**config.mk**
```make
export PLATFORM = sky130hd
export DESIGN_NAME = daq_sync_ctrl
export DESIGN_NICKNAME = d
export VERILOG_FILES = /design/src/rtl/daq_sync_pkg.sv /design/src/rtl/daq_sync_ch.sv /design/src/rtl/daq_sync_ctrl.sv
export SDC_FILE = /design/constraint.sdc
export NUM_CORES = 1
export LEC_CHECK = 0
export ABC_CLOCK_PERIOD_IN_PS = 2900
export BUFFER_PORTS_ARGS = -buffer_cell sky130_fd_sc_hd__clkbuf_2
export CORE_MARGIN = 2
export CORE_UTILIZATION = 62
export DETAILED_ROUTE_END_ITERATION = 16
export PLACE_DENSITY = 0.91
export SYNTH_ARGS = -nofsm -noshare
export SYNTH_HDL_FRONTEND = slang
export SYNTH_HIERARCHICAL = 1
export SYNTH_SLANG_ARGS = --single-unit
```
**constraint.sdc**
```tcl
create_clock -name clk -period 2.9 [get_ports clk]
set_input_delay 0.29 -clock clk [delete_from_list [all_inputs] [get_ports clk]]
set_output_delay 0.29 -clock clk [all_outputs]
set_load 0.02 [all_outputs]
```
**src/rtl/daq_sync_pkg.sv**
```systemverilog
// Shared types for the DAQ sync controller: run modes and channel FSM states.
package daq_sync_pkg;

   // Run mode encodings as presented on the mode input.
   typedef enum logic [1:0] {
      ModeLevel    = 2'd0,
      ModeOneshot  = 2'd1,
      ModePeriodic = 2'd2,
      ModeRsvd     = 2'd3
   } daq_mode_e;

   // Per-channel FSM states.
   typedef enum logic [1:0] {
      StIdle = 2'd0,
      StRun  = 2'd1,
      StGap  = 2'd2,
      StHold = 2'd3
   } daq_state_e;

   // The reserved encoding behaves exactly like LEVEL, so fold it at capture time.
   function automatic daq_mode_e fold_mode(input logic [1:0] raw);
      daq_mode_e m;
      unique case (raw)
         2'd1:    m = ModeOneshot;
         2'd2:    m = ModePeriodic;
         default: m = ModeLevel;
      endcase
      return m;
   endfunction

   // Only the counted modes give stop priority over start.
   function automatic logic is_counted(input daq_mode_e m);
      return (m == ModeOneshot) || (m == ModePeriodic);
   endfunction

endpackage

```
**src/rtl/daq_sync_ch.sv**
```systemverilog
// Single acquisition channel: run/gap/hold FSM with a down-counter for run and gap lengths.
module daq_sync_ch
   import daq_sync_pkg::*;
#(
   parameter int unsigned CNT_W = 16
) (
   input  logic             clk,
   input  logic             nreset,
   input  logic             nstart,
   input  logic             nstop,
   input  logic             mask,
   input  logic [1:0]       mode,
   input  logic [CNT_W-1:0] len_cfg,
   input  logic [CNT_W-1:0] gap_cfg,
   output logic             daq_enable,
   output logic             busy,
   output logic             done
);

   localparam logic [CNT_W-1:0] ONE = CNT_W'(1);

   daq_state_e       state_q, state_d;
   daq_mode_e        mode_q, mode_d;
   logic [CNT_W-1:0] cnt_q, cnt_d;
   logic [CNT_W-1:0] len_q, len_d;
   logic [CNT_W-1:0] gap_q, gap_d;
   logic             en_q;
   logic             done_q, done_d;
   logic [CNT_W-1:0] len_eff;
   daq_mode_e        mode_req;

   assign len_eff  = (len_cfg == '0) ? ONE : len_cfg;
   assign mode_req = fold_mode(mode);

   // Next-state, counter and captured-configuration logic.
   always_comb begin
      state_d = state_q;
      mode_d  = mode_q;
      cnt_d   = cnt_q;
      len_d   = len_q;
      gap_d   = gap_q;
      done_d  = 1'b0;
      if (!mask) begin
         state_d = StIdle;
         cnt_d   = '0;
      end else begin
         unique case (state_q)
            StIdle: begin
               // A counted-mode start with stop also low is suppressed: stop wins there.
               if (!nstart && !(is_counted(mode_req) && !nstop)) begin
                  state_d = StRun;
                  mode_d  = mode_req;
                  len_d   = len_eff;
                  gap_d   = gap_cfg;
                  cnt_d   = len_eff;
               end
            end
            StRun: begin
               if (mode_q == ModeLevel) begin
                  if (nstart && !nstop) begin
                     state_d = StIdle;
                  end
               end else if (!nstop) begin
                  state_d = StIdle;
                  cnt_d   = '0;
               end else if (cnt_q == ONE) begin
                  done_d = 1'b1;
                  if (mode_q == ModeOneshot) begin
                     state_d = StHold;
                     cnt_d   = '0;
                  end else if (gap_q == '0) begin
                     cnt_d = len_q;
                  end else begin
                     state_d = StGap;
                     cnt_d   = gap_q;
                  end
               end else begin
                  cnt_d = cnt_q - ONE;
               end
            end
            StGap: begin
               if (!nstop) begin
                  state_d = StIdle;
                  cnt_d   = '0;
               end else if (cnt_q == ONE) begin
                  state_d = StRun;
                  cnt_d   = len_q;
               end else begin
                  cnt_d = cnt_q - ONE;
               end
            end
            StHold: begin
               // Wait for start release so a held start cannot retrigger.
               if (nstart) begin
                  state_d = StIdle;
               end
            end
            default: state_d = StIdle;
         endcase
      end
   end

   // State and registered outputs.
   always_ff @(posedge clk or negedge nreset) begin
      if (!nreset) begin
         state_q <= StIdle;
         mode_q  <= ModeLevel;
         cnt_q   <= '0;
         len_q   <= '0;
         gap_q   <= '0;
         en_q    <= 1'b0;
         done_q  <= 1'b0;
      end else begin
         state_q <= state_d;
         mode_q  <= mode_d;
         cnt_q   <= cnt_d;
         len_q   <= len_d;
         gap_q   <= gap_d;
         en_q    <= (state_d == StRun);
         done_q  <= done_d;
      end
   end

   assign daq_enable = en_q;
   assign busy       = (state_q != StIdle);
   assign done       = done_q;

endmodule

```
**src/rtl/daq_sync_ctrl.sv**
```systemverilog
// Multi-channel DAQ sync controller: NCH independent channel FSMs sharing mode and length config.
module daq_sync_ctrl
   import daq_sync_pkg::*;
#(
   parameter int unsigned NCH   = 4,
   parameter int unsigned CNT_W = 16
) (
   input  logic             clk,
   input  logic             nreset,
   input  logic [NCH-1:0]   nstart_daq,
   input  logic [NCH-1:0]   nstop_daq,
   input  logic [NCH-1:0]   ch_mask,
   input  logic [1:0]       mode,
   input  logic [CNT_W-1:0] len_cfg,
   input  logic [CNT_W-1:0] gap_cfg,
   output logic [NCH-1:0]   daq_enable,
   output logic [NCH-1:0]   busy,
   output logic [NCH-1:0]   done
);

   // One self-contained FSM per channel; no cross-channel state.
   for (genvar i = 0; i < NCH; i++) begin : g_ch
      daq_sync_ch #(
         .CNT_W(CNT_W)
      ) u_ch (
         .clk       (clk),
         .nreset    (nreset),
         .nstart    (nstart_daq[i]),
         .nstop     (nstop_daq[i]),
         .mask      (ch_mask[i]),
         .mode      (mode),
         .len_cfg   (len_cfg),
         .gap_cfg   (gap_cfg),
         .daq_enable(daq_enable[i]),
         .busy      (busy[i]),
         .done      (done[i])
      );
   end

endmodule

```
# [After elaboration in Yosys (flattened, before gate mapping)]
# Cells that the tools add are included.
[totals] reg_bits=216 input_bits=48
[op_classes] n_addsub=4 eq_ne=40 muxes=110 n_reduce_logical=50
[ops] op="two-way mux 16 bit" n=37
[ops] op="case mux 16 bit (3 select lines)" n=4
[ops] op="two-way mux 2 bit" n=44
[ops] op="logical NOT 16 bit" n=5
[ops] op="== test 16 x 1 -> 1 bit (second input constant)" n=4
[ops] op="subtractor 16 x 1 -> 16 bit (second input constant)" n=4
[ops] op="case mux 2 bit (4 select lines)" n=4
[ops] op="== test 2 x 1 -> 1 bit (second input constant)" n=14
[ops] op="AND reduction 3 bit" n=8
[ops] op="== test 2 bit (second input constant)" n=10
[ops] op="two-way mux 1 bit" n=20
[ops] op="logical NOT 2 bit" n=8
[ops] op="!= test 4 x 1 -> 1 bit (second input constant)" n=4
[ops] op="logical AND 1 bit" n=12
[ops] op="logical NOT 1 bit" n=12
[ops] op="!= test 3 x 2 -> 1 bit (second input constant)" n=4
[ops] op="!= test 3 bit (second input constant)" n=4
[ops] op="nonzero test 2 bit" n=4
[ops] op="case mux 2 bit (2 select lines)" n=1
[ops] op="logical OR 1 bit" n=1

# [Depth between registers and ports, before layout]
[logic_depth] ltp_word=11 mapped_depth=10 mapped_depth_nobuf=8

# [Modules after synthesis]
# Netlist, hierarchy kept.
[by_module_without_submodules] module="daq_sync_ch (g_ch[1].u_ch ...)" instances=2 cells_per_inst=279 area_each_um2=3067.9 seq_area_each_um2=1351.3
[by_module_without_submodules] module="daq_sync_ch (g_ch[0].u_ch)" instances=1 cells_per_inst=276 area_each_um2=3060.4 seq_area_each_um2=1351.3
[by_module_without_submodules] module="daq_sync_ch (g_ch[3].u_ch)" instances=1 cells_per_inst=282 area_each_um2=3047.9 seq_area_each_um2=1351.3

# [Worst setup path before layout]
# OpenSTA, ideal clock, no wires.
[synth_timing] path_kind="reg-to-reg" startpoint="reg g_ch[3].u_ch.cnt_q[13]" endpoint="reg g_ch[3].u_ch.cnt_q[8]" setup_ns=0.126 arrival_time_ns=2.027 required_ns=2.774 setup_slack_ns=0.747 path_stages_with_launch=8 period_less_slack_ns=2.153 cell_sequence="dfrtp_1 -> or4_4 -> nor3_4 -> a21oi_2 -> buf_6 -> a221oi_1 -> a211oi_1 -> a221o_1"
[synth_between] elab_chain_len=6 word_cells_on_any_way=8
[synth_lines] element="from (decl)" line_no="daq_sync_ch.sv:24" text="logic [CNT_W-1:0] cnt_q, cnt_d;"
[synth_lines] element="from (signal assigned)" line_no="daq_sync_ch.sv:116" text="cnt_q <= cnt_d;"
[synth_lines] element="== test 16 x 1 -> 1 bit *" line_no="daq_sync_ch.sv:66, daq_sync_ch.sv:85"
[synth_lines] element="two-way mux 16 bit" line_no="daq_sync_ch.sv:66" text="end else if (cnt_q == ONE) begin"
[synth_lines] element="two-way mux 16 bit" line_no="daq_sync_ch.sv:63" text="end else if (!nstop) begin"
[synth_lines] element="two-way mux 16 bit" line_no="daq_sync_ch.sv:59" text="if (mode_q == ModeLevel) begin"
[synth_lines] element="case mux 16 bit (3 select lines) *" line_no="daq_sync_ch.sv:47" text="unique case (state_q)"
[synth_lines] element="two-way mux 16 bit *" line_no="daq_sync_ch.sv:43" text="if (!mask) begin"
# Every way passes the cells marked *; elsewhere a longest branch is shown, timed or not. The select of a mux whose other input is x is not followed.
# A chain may end at the register's enable or synchronous reset.

# [Worst setup path in the final report]
[layout_timing] startpoint="reg g_ch[3].u_ch.gap_q[3]" endpoint="reg g_ch[3].u_ch.cnt_q[8]"
[layout_between] elab_chain_len=8
[layout_lines] element="from (decl)" line_no="daq_sync_ch.sv:26" text="logic [CNT_W-1:0] gap_q, gap_d;"
[layout_lines] element="from (signal assigned)" line_no="daq_sync_ch.sv:118" text="gap_q <= gap_d;"
[layout_lines] element="logical NOT 16 bit" line_no="daq_sync_ch.sv:71" text="end else if (gap_q == '0) begin"
[layout_lines] element="two-way mux 16 bit" line_no="daq_sync_ch.sv:71"
[layout_lines] element="two-way mux 16 bit" line_no="daq_sync_ch.sv:68" text="if (mode_q == ModeOneshot) begin"
[layout_lines] element="two-way mux 16 bit" line_no="daq_sync_ch.sv:66"
[layout_lines] element="two-way mux 16 bit" line_no="daq_sync_ch.sv:63"
[layout_lines] element="two-way mux 16 bit" line_no="daq_sync_ch.sv:59"
[layout_lines] element="case mux 16 bit (3 select lines)" line_no="daq_sync_ch.sv:47"
[layout_lines] element="two-way mux 16 bit" line_no="daq_sync_ch.sv:43"
# No other way between the ends. The select of a mux whose other input is x is not followed.

==> impl_metrics.json <==
{
  "first_pass_iters": 6,
  "routabilityCongestion": 0.946,
  "via_per_inst": 7.16,
  "synthArstFlopShare_pct": 100,
  "hold_depth": 3,
  "synthFlopType": "dfrtp_1",
  "drt_iter0_markers": 1444,
  "initial_core_util_pct": 63.1,
  "htreeDepth": 1,
  "ir_worst_vdd_mv": 0.553,
  "grt_pass1_wl_um": 56100,
  "synth_compound_area_share_pct": 20.9,
  "crit_fanout": 11,
  "layout_common_cells": "216 x dfrtp_1, 133 x mux2_2, 58 x nand2_1, 58 x clkbuf_2, 50 x o21ai_0",
  "post_cts_buffers": 0,
  "grt_pass1_vias": 10100,
  "die_area_um2": 20900,
  "postSynthCellCount": 1116,
  "overflow": 0,
  "critPathLaunchType": "flip-flop",
  "period_share_pct": 92.0,
  "max_freq_mhz": 375,
  "slew_headroom_pct": 18.3,
  "rsz0062_at_grt": "false",
  "cts-buffers-inserted": 24,
  "drc": 0,
  "dieHeight_um": 145,
  "arrival_ns": 3.08,
  "hp-start": "ch_mask[0]",
  "cp-end-kind": "flip-flop",
  "finalCriticalPeriod_ns": 2.67,
  "wire_per_inst_um": 24.5,
  "dp_hpwl_um": 22600,
  "pin_count": 60,
  "reg2reg_to": "g_ch[3].u_ch/cnt_q[8]",
  "drive_above_1_share_pct": 26.9,
  "required_ns": 3.31,
  "setup_violations": 0,
  "p_leak_nw": 5.65,
  "vias": 10400,
  "r2r_slack_ns": 0.23,
  "synth_area_per_cell_um2": 11.0,
  "clock_latency_ns": 0.53,
  "ys_warn_count": 6,
  "synth_nets": 1196,
  "yosys.area_share.xor_xnor_pct": 2.00,
  "finalHoldViolCount": 0,
  "synth-adder-area-share_pct": 3.27,
  "fin_skew_ns": 0.0152,
  "postLayoutCoreUtil_pct": 70.0,
  "hp-class": "primary input to flip-flop",
  "layout_commonest_cell": "dfrtp_1",
  "maxCapViolCount": 0,
  "diodes": 0,
  "ys_ff_latch": 216,
  "synth_mux_area_share_pct": 12.2,
  "rows": 51,
  "r2r_cells": 6,
  "io_buffers": 59,
  "synthSimpleGateAreaFrac_pct": 13.5,
  "core_um2": 19400,
  "synth_cell_type_count": 76,
  "tns_ns": 0,
  "place_ws_ns": 0.0957,
  "area_growth_pct": 10.9,
  "cts.path.max_buffers": 3,
  "cts_root_buf": "clkbuf_16",
  "worstMarginPinSlew_ns": 1.22,
  "finalWirelength_um": 35500,
  "layout.nets": 1245,
  "synth_edf_count": 0,
  "grt_start_max_net_pins": 88,
  "cts_tree": "yes",
  "n_fill_cell": 1316,
  "timing.final.ws_setup_ns": 0.233,
  "path_clk_slew_ns": 0.06,
  "grt_use_total_pct": 34.8,
  "powerDensity_nw_per_um2": 769,
  "cts.sinks": 216,
  "synth_area_um2": 12200,
  "dieWidth_um": 145,
  "r2r_start": "g_ch[3].u_ch/gap_q[3]",
  "worst-setup-path-type": "flip-flop to flip-flop",
  "synth-seq-area-share_pct": 44.1,
  "antenna_left": 0,
  "slew_violations": 0,
  "outcome": "finished, final reports clean",
  "synth_top_family_by_area": "compound AO/OA/AOI/OAI gates",
  "antenna_found_initial": 1,
  "hold_end": "g_ch[0].u_ch/cnt_q[14]"
}
==> flip-flops by register name (all words and copies together), names as in the netlist <==
register              count
g_ch.u_ch/cnt_q          64
g_ch.u_ch/mode_q          8
g_ch.u_ch/len_q          64
g_ch.u_ch/gap_q          64
g_ch.u_ch/done            4
g_ch.u_ch/daq_enable      4
g_ch.u_ch/state_q         8
==> Yosys cell counts, drive strengths merged (6+ instances only) <==
master	count	area, µm²
o41ai	7	68.8
a211oi	22	185
nor3b	9	87.6
xor2	9	78.8
o21bai	9	67.6
a31oi	7	43.8
clkbuf	20	77.6
nor2	51	209
a21oi	14	73.8
nand4	12	75.1
nand3	27	135
and2	8	50.1
nor4	39	314
nor3	35	198
inv	42	158
nor2b	6	37.5
dfrtp	216	5410
o21ai	73	377
a221o	22	220
a221oi	57	668
buf	38	255
or2	7	46.3
xnor2	19	166
o31ai	8	60.1
and4	6	52.6
a22oi	40	300
mux2	133	1500
o211ai	11	82.6
nand2	58	218
and3	10	62.6
ha	32	400
==> area by class of cell <==
| cell class | instances | area [µm²] | share of cell area (%) |
|---|---|---|---|
| clock inverters | 11 | 140 | 1.03 |
| repair buffers | 81 | 485 | 3.57 |
| clock buffers | 33 | 706 | 5.19 |
| multi-input cells | 800 | 6360 | 46.8 |
| inverters | 42 | 158 | 1.16 |
| flip-flops and latches | 216 | 5410 | 39.8 |
| well taps | 265 | 332 | 2.44 |
==> critical path, cell delays in order, from the launching register on <==
cell and delay, ns:
dfrtp_1 0.40, nor4_1 0.65, and4_1 0.39, nor2_1 0.23, a221oi_1 0.52, a211oi_1 0.10, a221o_1 0.27
==> per-stage QoR <==
stage	area [µm²]	power [mW]	hold WS [ns]	cells
after floorplan	12200	6.30	-0.00559	1116
after global placement	12700	6.90	0.334	1403
after detailed placement	12700	7.10	0.339	1403
after CTS	13600	10.4	0.0609	1448
after global routing	13600	10.9	0.0952	1448
final	13600	10.4	0.0633	1448
==> cells by family after synthesis <==
| logic type | after synthesis |
|---|---|
| AOI/OAI and AO/OA | 318 |
| and+or+nand+nor | 289 |
| DFF | 216 |
| muxes | 133 |
| buffers and inverters | 100 |
| adders and majority gates | 32 |
| xor gates and xnor gates | 28 |
==> report_power, final <==
part,leakage [nW],internal [mW],switching [mW]
Combinational,2.53,1.27,1.56
Sequential,2.69,3.68,0.710
Clock,0.418,1.97,1.25
Total,5.65,6.92,3.52
==> timing repair <==
action | in CTS | in global routing
hold buffers | 1 | 0
gates resized for setup | 0 | 1
setup endpoints to repair | 0 | 1
endpoints found under the hold margin | 84 | 0
==> worst max-delay path by stage <==
stage	depth (start not counted)	start	slack [ns]	endpoint
CTS	8	g_ch[3].u_ch/state_q[1]	0.14	g_ch[3].u_ch/cnt_q[15]
global route	7	g_ch[0].u_ch/state_q[1]	0.10	g_ch[0].u_ch/cnt_q[14]
finish	6	g_ch[3].u_ch/gap_q[3]	0.23	g_ch[3].u_ch/cnt_q[8]
global placement	9	mode[0]	0.27	g_ch[3].u_ch/cnt_q[15]
detailed placement	9	mode[0]	0.1	g_ch[3].u_ch/cnt_q[15]
floorplan	7	g_ch[3].u_ch/cnt_q[13]	0.75	g_ch[3].u_ch/cnt_q[8]
==> per-layer routing <==
metal / GRT usage [%] / wire (µm) / part of all wire (%)
met2: 54.9 / 16100 / 45
met5: 0 / 27 / 0.076
met1: 47.3 / 13500 / 38
met3: 6.92 / 3890 / 11
met4: 15.1 / 2030 / 5.7
Note: power is estimated with default switching activity, not from simulation.
